<file path="config.mk">
export PLATFORM = sky130hd
export DESIGN_NAME = wb_arbiter
export DESIGN_NICKNAME = d
export VERILOG_FILES = /design/src/rtl/wb_arbiter.sv
export SDC_FILE = /design/constraint.sdc
export NUM_CORES = 1
export LEC_CHECK = 0
export BUFFER_PORTS_ARGS = -buffer_cell sky130_fd_sc_hd__buf_4
export CORE_MARGIN = 2
export CORE_UTILIZATION = 25
export CTS_BUF_LIST = sky130_fd_sc_hd__clkbuf_4 sky130_fd_sc_hd__clkbuf_8
export DETAILED_ROUTE_END_ITERATION = 8
export GPL_TIMING_DRIVEN = 0
export PLACE_DENSITY = 0.55
export RECOVER_POWER = 100
export SLEW_MARGIN = 20
export SYNTH_ARGS = -nofsm -noshare
export SYNTH_HDL_FRONTEND = slang
export SYNTH_SLANG_ARGS = --single-unit
</file>
<file path="constraint.sdc">
create_clock -name clk_i -period 3.08 [get_ports clk_i]
set_input_delay 0.77 -clock clk_i [delete_from_list [all_inputs] [get_ports clk_i]]
set_output_delay 0.77 -clock clk_i [all_outputs]
set_load 0.005 [all_outputs]
</file>
<file path="src/rtl/wb_arbiter.sv">
// Writeback arbiter: merges ALU and LSU results onto the register-file write port
// and tracks per-register outstanding writes for decode hazard stalls.
module wb_arbiter #(
   parameter int XLEN       = 64,
   parameter int PEND_W     = 2,
   parameter int STARVE_MAX = 4
) (
   input  logic            clk_i,
   input  logic            rst_i,
   input  logic            alu_valid_i,
   input  logic [4:0]      alu_rd_i,
   input  logic [XLEN-1:0] alu_data_i,
   output logic            alu_ready_o,
   input  logic            lsu_valid_i,
   input  logic [4:0]      lsu_rd_i,
   input  logic [XLEN-1:0] lsu_data_i,
   output logic            lsu_ready_o,
   input  logic            iss_valid_i,
   input  logic [4:0]      iss_rd_i,
   output logic            reg_wen_o,
   output logic [4:0]      reg_waddr_o,
   output logic [XLEN-1:0] reg_wdata_o,
   output logic [31:0]     busy_o,
   output logic            sb_err_o
);

   localparam int SW = $clog2(STARVE_MAX + 1);

   logic [SW-1:0]     starve_q, starve_d;
   logic              wen_q, wen_d;
   logic [4:0]        waddr_q, waddr_d;
   logic [XLEN-1:0]   wdata_q, wdata_d;
   logic [PEND_W-1:0] cnt_q [32];
   logic [PEND_W-1:0] cnt_d [32];
   logic              err_q, err_d;

   logic              force_alu;
   logic              alu_xfer;
   logic              lsu_xfer;
   logic              wr;
   logic [4:0]        xfer_rd;
   logic [XLEN-1:0]   xfer_data;
   logic [31:0]       inc_vec;
   logic [31:0]       dec_vec;

   // Forcing only while ALU is waiting avoids idling the LSU for nothing.
   always_comb begin
      force_alu   = alu_valid_i && (starve_q == SW'(STARVE_MAX));
      lsu_ready_o = !force_alu;
      alu_ready_o = force_alu || !lsu_valid_i;
      lsu_xfer    = lsu_valid_i && lsu_ready_o;
      alu_xfer    = alu_valid_i && alu_ready_o;
      xfer_rd     = lsu_xfer ? lsu_rd_i : alu_rd_i;
      xfer_data   = lsu_xfer ? lsu_data_i : alu_data_i;
      wr          = (lsu_xfer || alu_xfer) && (xfer_rd != 5'd0);
   end

   always_comb begin
      starve_d = starve_q;
      if (alu_xfer || !alu_valid_i) begin
         starve_d = '0;
      end else begin
         starve_d = starve_q + SW'(1);
      end
   end

   always_comb begin
      wen_d   = wr;
      waddr_d = waddr_q;
      wdata_d = wdata_q;
      if (wr) begin
         waddr_d = xfer_rd;
         wdata_d = xfer_data;
      end
   end

   always_comb begin
      inc_vec = iss_valid_i ? (32'd1 << iss_rd_i) : 32'd0;
      inc_vec[0] = 1'b0;
      dec_vec = wr ? (32'd1 << xfer_rd) : 32'd0;
   end

   // A same-cycle set and retire on one register cancel out.
   always_comb begin
      err_d = err_q;
      for (int n = 0; n < 32; n++) begin
         cnt_d[n] = cnt_q[n];
         if (inc_vec[n] && !dec_vec[n]) begin
            if (&cnt_q[n]) err_d = 1'b1;
            else cnt_d[n] = cnt_q[n] + PEND_W'(1);
         end else if (dec_vec[n] && !inc_vec[n]) begin
            if (cnt_q[n] == '0) err_d = 1'b1;
            else cnt_d[n] = cnt_q[n] - PEND_W'(1);
         end
      end
   end

   always_ff @(posedge clk_i) begin
      if (rst_i) begin
         starve_q <= '0;
         wen_q    <= 1'b0;
         waddr_q  <= '0;
         wdata_q  <= '0;
         err_q    <= 1'b0;
         for (int n = 0; n < 32; n++) cnt_q[n] <= '0;
      end else begin
         starve_q <= starve_d;
         wen_q    <= wen_d;
         waddr_q  <= waddr_d;
         wdata_q  <= wdata_d;
         err_q    <= err_d;
         for (int n = 0; n < 32; n++) cnt_q[n] <= cnt_d[n];
      end
   end

   always_comb begin
      for (int n = 0; n < 32; n++) busy_o[n] = |cnt_q[n];
      busy_o[0] = 1'b0;
   end

   assign reg_wen_o   = wen_q;
   assign reg_waddr_o = waddr_q;
   assign reg_wdata_o = wdata_q;
   assign sb_err_o    = err_q;

endmodule

</file>
==> results of run 1 <==
[cell type report]
| class | count | area share |
|---|---|---|
| multi-input combinational | 829 | 0.481 |
| sequential | 136 | 0.225 |
| buffer | 48 | 0.0255 |
| timing repair buffer | 277 | 0.173 |
| tap | 455 | 0.0470 |
| inverter | 53 | 0.0168 |
| clock buffer | 17 | 0.0193 |
| clock inverter | 15 | 0.0124 |
[registers in the layout, summed over array words and instances, names as in the netlist]
| register | count |
|---|---|
| reg_waddr_o | 5 |
| sb_err_o | 1 |
| reg_wdata_o | 64 |
| cnt_q | 62 |
| reg_wen_o | 1 |
| starve_q | 3 |
[kinds of logic (layout without fill, tap and decap cells)]
logic type               count (synthesis)  count (layout)  synth area share
flip-flops                             136             136             0.313
buffers and inverters                  105             410            0.0589
XOR/XNOR                                 1               1           0.00101
AO/OA/AOI/OAI                          329             329             0.233
adder cells (fa/ha/maj)                 64              64            0.0920
multiplexers                            68              68            0.0790
other                                    1               1          0.000431
AND/OR/NAND/NOR                        366             366             0.223
[cells in the final DEF (no fill, tap or decap), drive strengths merged, types with 21 or more instances in the layout]
cell and count:
mux2i 68, ha 64, nand2 72, nand3 21, nor4b 27, nor2 88, dfxtp 136, clkbuf 36
inv 63, a31oi 23, a211oi 68, or2 39, buf 306, o21ai 80, nor2b 34, a21oi 127
[worst paths after layout]
kind / from / to / slack (ns) / cells past startpoint
worst max register to register: starve_q[0] / sb_err_o / -0.06 / 14
worst max-delay path: starve_q[0] / sb_err_o / -0.06 / 14
worst min register to register: reg_waddr_o[3] / reg_waddr_o[3] / 0.48 / 2
worst min-delay path: reg_waddr_o[3] / reg_waddr_o[3] / 0.48 / 2
[through the flow]
stage               setup TNS (ns)  utilization
global placement            -16.87        0.325
global route                -0.215        0.352
floorplan                        0            -
detailed placement          -17.64        0.325
CTS                              0        0.349
finish                     -0.0617        0.352
[power by group through the flow]
| stage | sequential, uW | clock (uW) | combinational, uW |
|---|---|---|---|
| after floorplan | 1930 | 0 | 366 |
| after global placement | 1930 | 0 | 815 |
| after detailed placement | 1930 | 0 | 822 |
| after CTS | 1890 | 1560 | 880 |
| after global routing | 1900 | 1620 | 957 |
| final | 1890 | 1510 | 884 |
[timing repair]
item | CTS | global route
endpoints found under the setup margin | 26 | 1
resized for setup | 64 | 11
buffers inserted | 20 | 8
hold buffers | 0 | 0
pin swaps | 15 | 9
[worst max-delay path: stages, from the launching register on]
cell      delay (ns)
dfxtp_2         0.34
inv_2           0.07
ha_4            0.13
and3_4          0.23
nor2_4          0.07
inv_4           0.10
mux2i_4         0.37
nand2b_4        0.16
or2_4           0.29
ha_4            0.16
and3_4          0.19
nor4_4          0.32
nand4_1         0.15
nor4_2          0.30
a21oi_1         0.10
[routing by layer]
layer	up-vias	track usage	wire, um
met1	4205	0.212	13300
met2	287	0.307	16100
li1	4454	-	-
met3	30	0.0420	2190
met5	-	0	0
met4	0	0.0480	442
==> summary.md, run 1 <==
| Metric | Value |
|---|---|
| Status | `finished with violations` |
| Violated checks | `negative setup slack` |
| Flop pwr share | `0.441` |
| Synth cell types | `51` |
| Area of the multi-input gates | `5830 um2` |
| Die Area | `36,300 um2` |
| Crit-path max FO | `7` |
| CP Capture Type | `register` |
| Routed WL per cell | `17.5 um` |
| Vias | `8,976` |
| Worst hold slack | `0.475 ns` |
| Cells after Synth | `1,070` |
| Non-Filler Instances | `1,830` |
| # Max-Cap Violations | `0` |
| Iter 0 DRT Violations | `560` |
| Final worst path period share | `1.02` |
| #FFs+latches synth | `136` |
| DRC viols | `0` |
| Die Ht | `191 um` |
| Main synth FF type | `dfxtp_1` |
| Antenna Cells | `0` |
| Root Driver | `clkbuf_8` |
| Highest clock rate | `0.318 GHz` |
| Clk buf depth | `2` |
| Leak | `0.00523 uW` |
| Logic gate share of total power | `0.206` |
| PD cells | `354 nW/um2` |
| Worst Path Required | `3.40 ns` |
| Placer Congestion | `0.858` |
| Area leader, netlist | `dfxtp_1` |
| Initial antenna violation count | `0` |
| Core Area | `34,500 um2` |
| Worst setup margin | `-0.0617 ns` |
| # fillers | `3,673` |
| Total CTS buffers | `17` |
| Drt total wl | `32,000 um` |
| Seq/Total Area, Yosys | `0.313` |
| Unrepaired setup endpoints after global routing | `true` |
| Setup violators final | `1` |
| Clock transition at the registers of the reported paths | `0.10 ns` |
| Max-slew headroom | `0.356` |
| Final min period | `3.14 ns` |
| GRT overflow | `0` |
| Global-route wire length before repair | `48,300 um` |
| Reg area | `2730 um2` |
| Startpoint Class | `register` |
| Max Clock Skew | `0.0149 ns` |
| Dpl ws | `-1.08 ns` |
| Row Count | `68` |
| Total clock sinks | `136` |
| Final hold vios | `0` |
| Inst Count DP | `1,774` |
| EDFF count, synth | `0` |
| Slew @ Worst Pin | `0.966 ns` |
| Max VDD drop | `250 uV` |
| Fin area | `12,100 um2` |
| Area grow syn2layout | `39.2%` |
| GR Util All Layers | `0.175` |
| Final net count | `1,574` |
| Synth area leaders | `dfxtp_1, ha_1, mux2i_1` |
| Vias in the first global route | `8,611` |
| Clk network pwr share | `0.353` |
| Post-synth top cells | `dfxtp_1, a21oi_1, nor2_1` |
| Net Sw Frac | `0.327` |
| Port-buffer cells | `249` |
| H-Tree Depth | `4` |
| Slew Limit Fails | `0` |
| Internal power | `2890 uW` |
| Mean Syn Cell Area | `8.14 um2` |
| Yosys top cell area share | `0.313` |
| Starting density of the core | `0.253` |
| CP arrival | `3.46 ns` |
| Ys Warns | `0` |
| Final ANT Viol Nets | `0` |
| CTS tree | `built` |
| Mapped Nets | `1,282` |
| CP Class | `register to register` |
| Largest net degree at the start of global routing | `17` |
| Tot Pwr | `4290 uW` |
| Post-DP HPWL | `24,800 um` |
| I/O Pins | `253` |
| Die Wd | `191 um` |
| Hold WC Path Type | `register to register` |
| Mapped Area | `8710 um2` |
| Cell with the most instances after synthesis | `dfxtp_1` |
| Drt first pass iters | `8` |
| Post-synth ARST share | `0` |
| Share of cells above drive strength 1 | `0.327` |
| Post-DP Area | `11,200 um2` |
| Clk_lat worst skew | `0.47 ns` |
| Via-per-instance ratio | `4.90` |
| Switching pwr | `1400 uW` |
No activity file was read; power rests on OpenSTA's default activity.
==> run 2: changes to the inputs <==
--- a/config.mk
+++ b/config.mk
@@ -5,7 +5,7 @@
 export SDC_FILE = /design/constraint.sdc
 export NUM_CORES = 1
 export LEC_CHECK = 0
-export BUFFER_PORTS_ARGS = -buffer_cell sky130_fd_sc_hd__buf_4
+export BUFFER_PORTS_ARGS = -buffer_cell sky130_fd_sc_hd__buf_2
 export CORE_MARGIN = 2
 export CORE_UTILIZATION = 25
 export CTS_BUF_LIST = sky130_fd_sc_hd__clkbuf_4 sky130_fd_sc_hd__clkbuf_8
==> summary.md, run 2 (synthesized netlist as in run 1, its figures left out) <==
| Metric | Value |
|---|---|
| Status | `complete, no violations (was finished with violations)` |
| Slew Limit Fails | `0 (unchanged)` |
| Internal power | `2890 uW (about the same)` |
| Die Ht | `191 um (unchanged)` |
| Crit path max-delay family | `simple AND/OR/NAND/NOR gates (unchanged)` |
| Min-delay src | `reg_waddr_o[1] (was reg_waddr_o[3])` |
| CP Capture Type | `register (unchanged)` |
| Starting density of the core | `0.253 (unchanged)` |
| Clock transition at the registers of the reported paths | `0.09 ns (was 0.10 ns)` |
| Max Clock Skew | `0.0259 ns (was 0.0149 ns)` |
| CP arrival | `3.32 ns (was 3.46 ns)` |
| Area grow syn2layout | `34.3% (was 39.2%)` |
| CTS tree | `built (unchanged)` |
| Most frequent cells in the layout | `buf_2, dfxtp_1, a21oi_1, nor2_1, clkbuf_1 (was buf_4, dfxtp_1, a21oi_1, nor2_1, o21ai_0)` |
| Vias | `9,029 (was 8,976)` |
| Clk_lat worst skew | `0.49 ns (was 0.47 ns)` |
| Critical-path top delay cell | `dfxtp_2 (was mux2i_4)` |
| Drt first pass iters | `8 (unchanged)` |
| Total clock sinks | `136 (unchanged)` |
| # fillers | `3,698 (was 3,673)` |
| CP peak stage delay | `0.34 ns (was 0.37 ns)` |
| Critical path buffer and inverter count | `4 (was 2)` |
| Max reg flops | `64 (unchanged)` |
| Hold WC Path Type | `register to register (unchanged)` |
| Highest clock rate | `0.334 GHz (was 0.318 GHz)` |
| Global-route wire length before repair | `47,600 um (was 48,300 um)` |
| Net Sw Frac | `0.324 (was 0.327)` |
| Initial antenna violation count | `2 (was 0)` |
| Final ANT Viol Nets | `0 (unchanged)` |
| Critical Path Start | `starve_q[0] (unchanged)` |
| Inst Count DP | `1,774 (unchanged)` |
| CP Class | `register to register (unchanged)` |
| Final worst path period share | `0.973 (was 1.02)` |
| Final min period | `3.00 ns (was 3.14 ns)` |
| Worst R2R Setup Slack | `0.08 ns (was -0.06 ns)` |
| Final net count | `1,583 (was 1,574)` |
| Root Driver | `clkbuf_8 (unchanged)` |
| Core Area | `34,500 um2 (unchanged)` |
| GR Util All Layers | `0.172 (was 0.175)` |
| Setup violators final | `0 (was 1)` |
| Die Wd | `191 um (unchanged)` |
| PD cells | `365 nW/um2 (was 354 nW/um2)` |
| Commonest non-fill, non-tap cell in the layout | `buf_2 (was buf_4)` |
| Flop pwr share | `0.443 (was 0.441)` |
| Crit-path max FO | `9 (was 7)` |
| GRT overflow | `0 (unchanged)` |
| Clk buf depth | `2 (unchanged)` |
| Leak | `0.00495 uW (was 0.00523 uW)` |
| Drt total wl | `31,800 um (was 32,000 um)` |
| Post-DP HPWL | `24,300 um (was 24,800 um)` |
| Max VDD drop | `280 uV (was 250 uV)` |
| CTS Hold Buffers Added | `0 (unchanged)` |
| Final hold vios | `0 (unchanged)` |
| Startpoint Class | `register (unchanged)` |
| I/O Pins | `253 (unchanged)` |
| Antenna Cells | `0 (unchanged)` |
| Die Area | `36,300 um2 (unchanged)` |
| Logic gate share of total power | `0.188 (was 0.206)` |
| Row Count | `68 (unchanged)` |
| Setup TNS | `0 ns (was -0.0617 ns)` |
| Non-Filler Instances | `1,839 (was 1,830)` |
| Total CTS buffers | `17 (unchanged)` |
| Via-per-instance ratio | `4.91 (was 4.90)` |
| Max-slew headroom | `0.405 (was 0.356)` |
| Port-buffer cells | `249 (unchanged)` |
| Reg2reg start | `starve_q[0] (unchanged)` |
| Worst Path Required | `3.40 ns (about the same)` |
| Vias in the first global route | `8,464 (was 8,611)` |
| Share of cells above drive strength 1 | `0.300 (was 0.327)` |
| Iter 0 DRT Violations | `596 (was 560)` |
| Placer Congestion | `0.879 (was 0.858)` |
| Slew @ Worst Pin | `0.892 ns (was 0.966 ns)` |
| # Max-Cap Violations | `0 (unchanged)` |
| H-Tree Depth | `4 (unchanged)` |
| Largest net degree at the start of global routing | `17 (unchanged)` |
| Switching pwr | `1380 uW (was 1400 uW)` |
| Clk network pwr share | `0.369 (was 0.353)` |
| Routed WL per cell | `17.3 um (was 17.5 um)` |
| DRC viols | `0 (unchanged)` |
| Crit-path cells | `inv_2, ha_2, and3_4, nor2_4, inv_4, mux2i_4, buf_12, or2_1, buf_6, or2_4, ha_4, a31oi_4, nand4_1, nor4_2, a21oi_1 (was inv_2, ha_4, and3_4, nor2_4, inv_4, mux2i_4, nand2b_4, or2_4, ha_4, and3_4, nor4_4, nand4_1, nor4_2, a21oi_1)` |
| Unrepaired setup endpoints after global routing | `true (unchanged)` |
[run 2: routing by layer]
metal | up-vias | wire length, um | global-route usage
met1 | 4169 | 13300 | 0.209
met4 | 4 | 671 | 0.0510
met3 | 42 | 2250 | 0.0383
li1 | 4472 | - | -
met5 | - | 24 | 0
met2 | 342 | 15600 | 0.300
[run 2: final timing paths]
kind,to,depth (start not counted)
setup / recovery,sb_err_o,15
hold / removal,reg_waddr_o[1],2
setup reg to reg,sb_err_o,15
hold reg to reg,reg_waddr_o[1],2
[run 2: final cells by class]
class | count | area (um2) | area share
inverter | 53 | 204 | 0.0174
clock inverter | 14 | 150 | 0.0128
multi-input combinational | 830 | 6020 | 0.514
timing repair buffer | 285 | 1470 | 0.126
sequential | 136 | 2730 | 0.233
clock buffer | 18 | 248 | 0.0212
tap | 455 | 569 | 0.0487
buffer | 48 | 310 | 0.0265
[run 2: power groups by stage]
stage	sequential, uW	clock [uW]	combinational (uW)
after floorplan	1930	0	366
after global placement	1930	0	715
after detailed placement	1930	0	722
after CTS	1890	1610	797
after global routing	1900	1680	870
final	1890	1580	801
[run 2: worst reg2reg max path, cell delays in order (launching register included)]
cell	delay (ns)
dfxtp_2	0.34
inv_2	0.03
ha_2	0.16
and3_4	0.20
nor2_4	0.16
inv_4	0.08
mux2i_4	0.21
buf_12	0.14
or2_1	0.23
buf_6	0.15
or2_4	0.26
ha_4	0.19
a31oi_4	0.19
nand4_1	0.13
nor4_2	0.31
a21oi_1	0.09
[run 2: metrics by stage]
stage | cell area (um2) | total power, uW | setup WS (ns) | hold slack [ns] | utilization
final | 11700 | 4270 | 0.0846 | 0.476 | 0.339
after global routing | 11700 | 4450 | -0.0500 | 0.495 | 0.339
after CTS | 11500 | 4290 | 0.000186 | 0.475 | 0.335
after detailed placement | 10600 | 2650 | -1.12 | 0.442 | 0.307
after global placement | 10600 | 2640 | -1.16 | 0.435 | 0.307
after floorplan | 8760 | 2300 | 0.00848 | 0.417 | -
[run 2: timing repair]
item / 4_1_cts / 5_1_grt
setup buffers: 26 / 10
cloned: 1 / 0
pin swaps: 24 / 19
gates resized for setup: 73 / 36
setup endpoints to repair: 26 / 1
==> run 3: changes to the inputs <==
--- a/config.mk
+++ b/config.mk
@@ -11,7 +11,7 @@
 export CTS_BUF_LIST = sky130_fd_sc_hd__clkbuf_4 sky130_fd_sc_hd__clkbuf_8
 export DETAILED_ROUTE_END_ITERATION = 8
 export GPL_TIMING_DRIVEN = 0
-export PLACE_DENSITY = 0.55
+export PLACE_DENSITY = 0.52
 export RECOVER_POWER = 100
 export SLEW_MARGIN = 20
 export SYNTH_ARGS = -nofsm -noshare
==> constraint.sdc (replaced) <==
create_clock -name clk_i -period 3.4 [get_ports clk_i]
set_input_delay 0.85 -clock clk_i [delete_from_list [all_inputs] [get_ports clk_i]]
set_output_delay 0.85 -clock clk_i [all_outputs]
set_load 0.005 [all_outputs]
==> summary.md, run 3 (synthesized netlist as in run 1, its figures left out) <==
| Metric | Value |
|---|---|
| Dpl ws | `-0.834 ns (was -1.12 ns)` |
| H-Tree Depth | `4 (unchanged)` |
| I/O Pins | `253 (unchanged)` |
| CTS Hold Buffers Added | `0 (unchanged)` |
| Drt first pass iters | `5 (was 8)` |
| Util after Layout | `0.325 (was 0.339)` |
| Placer Congestion | `0.855 (was 0.879)` |
| Share of cells above drive strength 1 | `0.245 (was 0.300)` |
| GR Util All Layers | `0.173 (was 0.172)` |
| Crit path max-delay family | `simple AND/OR/NAND/NOR gates (unchanged)` |
| Critical path buffer and inverter count | `4 (unchanged)` |
| Largest net degree at the start of global routing | `17 (unchanged)` |
| Clock transition at the registers of the reported paths | `0.09 ns (about the same)` |
| Hold WC Path Type | `register to register (unchanged)` |
| Leak | `0.00470 uW (was 0.00495 uW)` |
| Global-route wire length before repair | `47,500 um (was 47,600 um)` |
| Status | `complete, no violations (unchanged)` |
| Die Ht | `191 um (unchanged)` |
| Antenna Cells | `0 (unchanged)` |
| Crit-path max FO | `8 (was 9)` |
| Max reg flops | `64 (unchanged)` |
| DRC viols | `0 (unchanged)` |
| Port-buffer cells | `249 (unchanged)` |
| Final worst path period share | `0.956 (was 0.973)` |
| CP peak stage delay | `0.39 ns (was 0.34 ns)` |
| Post-DP HPWL | `25,000 um (was 24,300 um)` |
| Root Driver | `clkbuf_8 (unchanged)` |
| Highest clock rate | `0.308 GHz (was 0.334 GHz)` |
| Commonest non-fill, non-tap cell in the layout | `buf_2 (unchanged)` |
| Tot Pwr | `3890 uW (was 4270 uW)` |
| Vias | `8,853 (was 9,029)` |
| Drt total wl | `31,700 um (was 31,800 um)` |
| Initial antenna violation count | `2 (unchanged)` |
| Slew @ Worst Pin | `0.944 ns (was 0.892 ns)` |
| Final min period | `3.25 ns (was 3.00 ns)` |
| Final ANT Viol Nets | `0 (unchanged)` |
| Row Count | `68 (unchanged)` |
| Vias in the first global route | `8,412 (was 8,464)` |
| Max-slew headroom | `0.371 (was 0.405)` |
| Core Area | `34,500 um2 (unchanged)` |
| Starting density of the core | `0.253 (unchanged)` |
| CP Capture Type | `register (unchanged)` |
| Worst setup margin | `0.151 ns (was 0.0846 ns)` |
| Clk buf depth | `2 (unchanged)` |
| Final hold vios | `0 (unchanged)` |
| Crit-path cells | `inv_1, ha_2, and3_4, buf_6, nor2_4, clkinv_4, clkbuf_1, mux2i_4, nor3_4, nand2_1, ha_1, a31oi_4, nand4_1, nor4_2, a21oi_1 (was inv_2, ha_2, and3_4, nor2_4, inv_4, mux2i_4, buf_12, or2_1, buf_6, or2_4, ha_4, a31oi_4, nand4_1, nor4_2, a21oi_1)` |
| Total clock sinks | `136 (unchanged)` |
| Max VDD drop | `246 uV (was 280 uV)` |
| Most frequent cells in the layout | `buf_2, dfxtp_1, a21oi_1, clkbuf_1, nor2_1 (was buf_2, dfxtp_1, a21oi_1, nor2_1, clkbuf_1)` |
| Die Wd | `191 um (unchanged)` |
| Max Clock Skew | `0.0142 ns (was 0.0259 ns)` |
| Clk_lat worst skew | `0.48 ns (was 0.49 ns)` |
| # Max-Cap Violations | `0 (unchanged)` |
| CP Class | `register to register (unchanged)` |
| CP arrival | `3.59 ns (was 3.32 ns)` |
| Final net count | `1,565 (was 1,583)` |
| Die Area | `36,300 um2 (unchanged)` |
| Iter 0 DRT Violations | `435 (was 596)` |
| GRT overflow | `0 (unchanged)` |
| Routed WL per cell | `17.4 um (was 17.3 um)` |
| CTS tree | `built (unchanged)` |
| PD cells | `347 nW/um2 (was 365 nW/um2)` |
| Total CTS buffers | `17 (unchanged)` |
| Slew Limit Fails | `0 (unchanged)` |
| Setup violators final | `0 (unchanged)` |
| Startpoint Class | `register (unchanged)` |
| Area grow syn2layout | `28.7% (was 34.3%)` |
| Via-per-instance ratio | `4.86 (was 4.91)` |
| Critical-path top delay cell | `nor3_4 (was dfxtp_2)` |
| Worst Path Required | `3.74 ns (was 3.40 ns)` |
run 3: final cells by class:
type / count / area, um2
Tap cell: 455 / 569
Fill cell: 3752 / 23300
Clock inverter: 15 / 196
Clock buffer: 17 / 234
Sequential cell: 136 / 2720
Buffer: 49 / 260
Timing Repair Buffer: 266 / 1280
Inverter: 53 / 206
Multi-Input combinational cell: 830 / 5730
run 3: worst register-to-register path, cell delays in order (launching register included):
cell	delay, ns
dfxtp_2	0.35
inv_1	0.04
ha_2	0.16
and3_4	0.17
buf_6	0.13
nor2_4	0.16
clkinv_4	0.12
clkbuf_1	0.15
mux2i_4	0.23
nor3_4	0.39
nand2_1	0.12
ha_1	0.27
a31oi_4	0.26
nand4_1	0.17
nor4_2	0.30
a21oi_1	0.09
run 3: per-layer routing:
| metal | part of all wire | track usage | up-vias |
|---|---|---|---|
| met5 | 0.00085 | 0 | - |
| met4 | 0.018 | 0.0468 | 4 |
| met1 | 0.42 | 0.207 | 4100 |
| met2 | 0.49 | 0.300 | 289 |
| met3 | 0.068 | 0.0510 | 32 |
| li1 | - | - | 4428 |
run 3: per-stage QoR:
| stage | cells | hold WS (ns) | setup TNS [ns] | instance area [um2] |
|---|---|---|---|---|
| floorplan | 1070 | 0.417 | 0 | 8710 |
| finish | 1821 | 0.420 | 0 | 11200 |
| detailed placement | 1774 | 0.436 | -7.49 | 10500 |
| global route | 1821 | 0.441 | -0.0227 | 11200 |
| CTS | 1808 | 0.420 | 0 | 11100 |
| global placement | 1774 | 0.430 | -6.98 | 10500 |
run 3: worst paths after layout:
path / slack [ns] / end / start / depth (start not counted)
hold / removal: 0.42 / starve_q[0] / starve_q[0] / 1
setup reg to reg: 0.15 / sb_err_o / starve_q[0] / 15
hold reg to reg: 0.42 / starve_q[0] / starve_q[0] / 1
setup / recovery: 0.15 / sb_err_o / starve_q[0] / 15
run 3: where the power goes:
part,switching (uW),internal (uW)
clock,810,698
sequential,54.2,1670
combinational,379,278
run 3: timing repair:
| item | in CTS | in global routing |
|---|---|---|
| setup buffers | 5 | 12 |
| pin swaps | 2 | 13 |
| cloned | 0 | 1 |
| hold endpoints to repair | 0 | 0 |
| endpoints found under the setup margin | 3 | 1 |
| gates resized for setup | 21 | 49 |
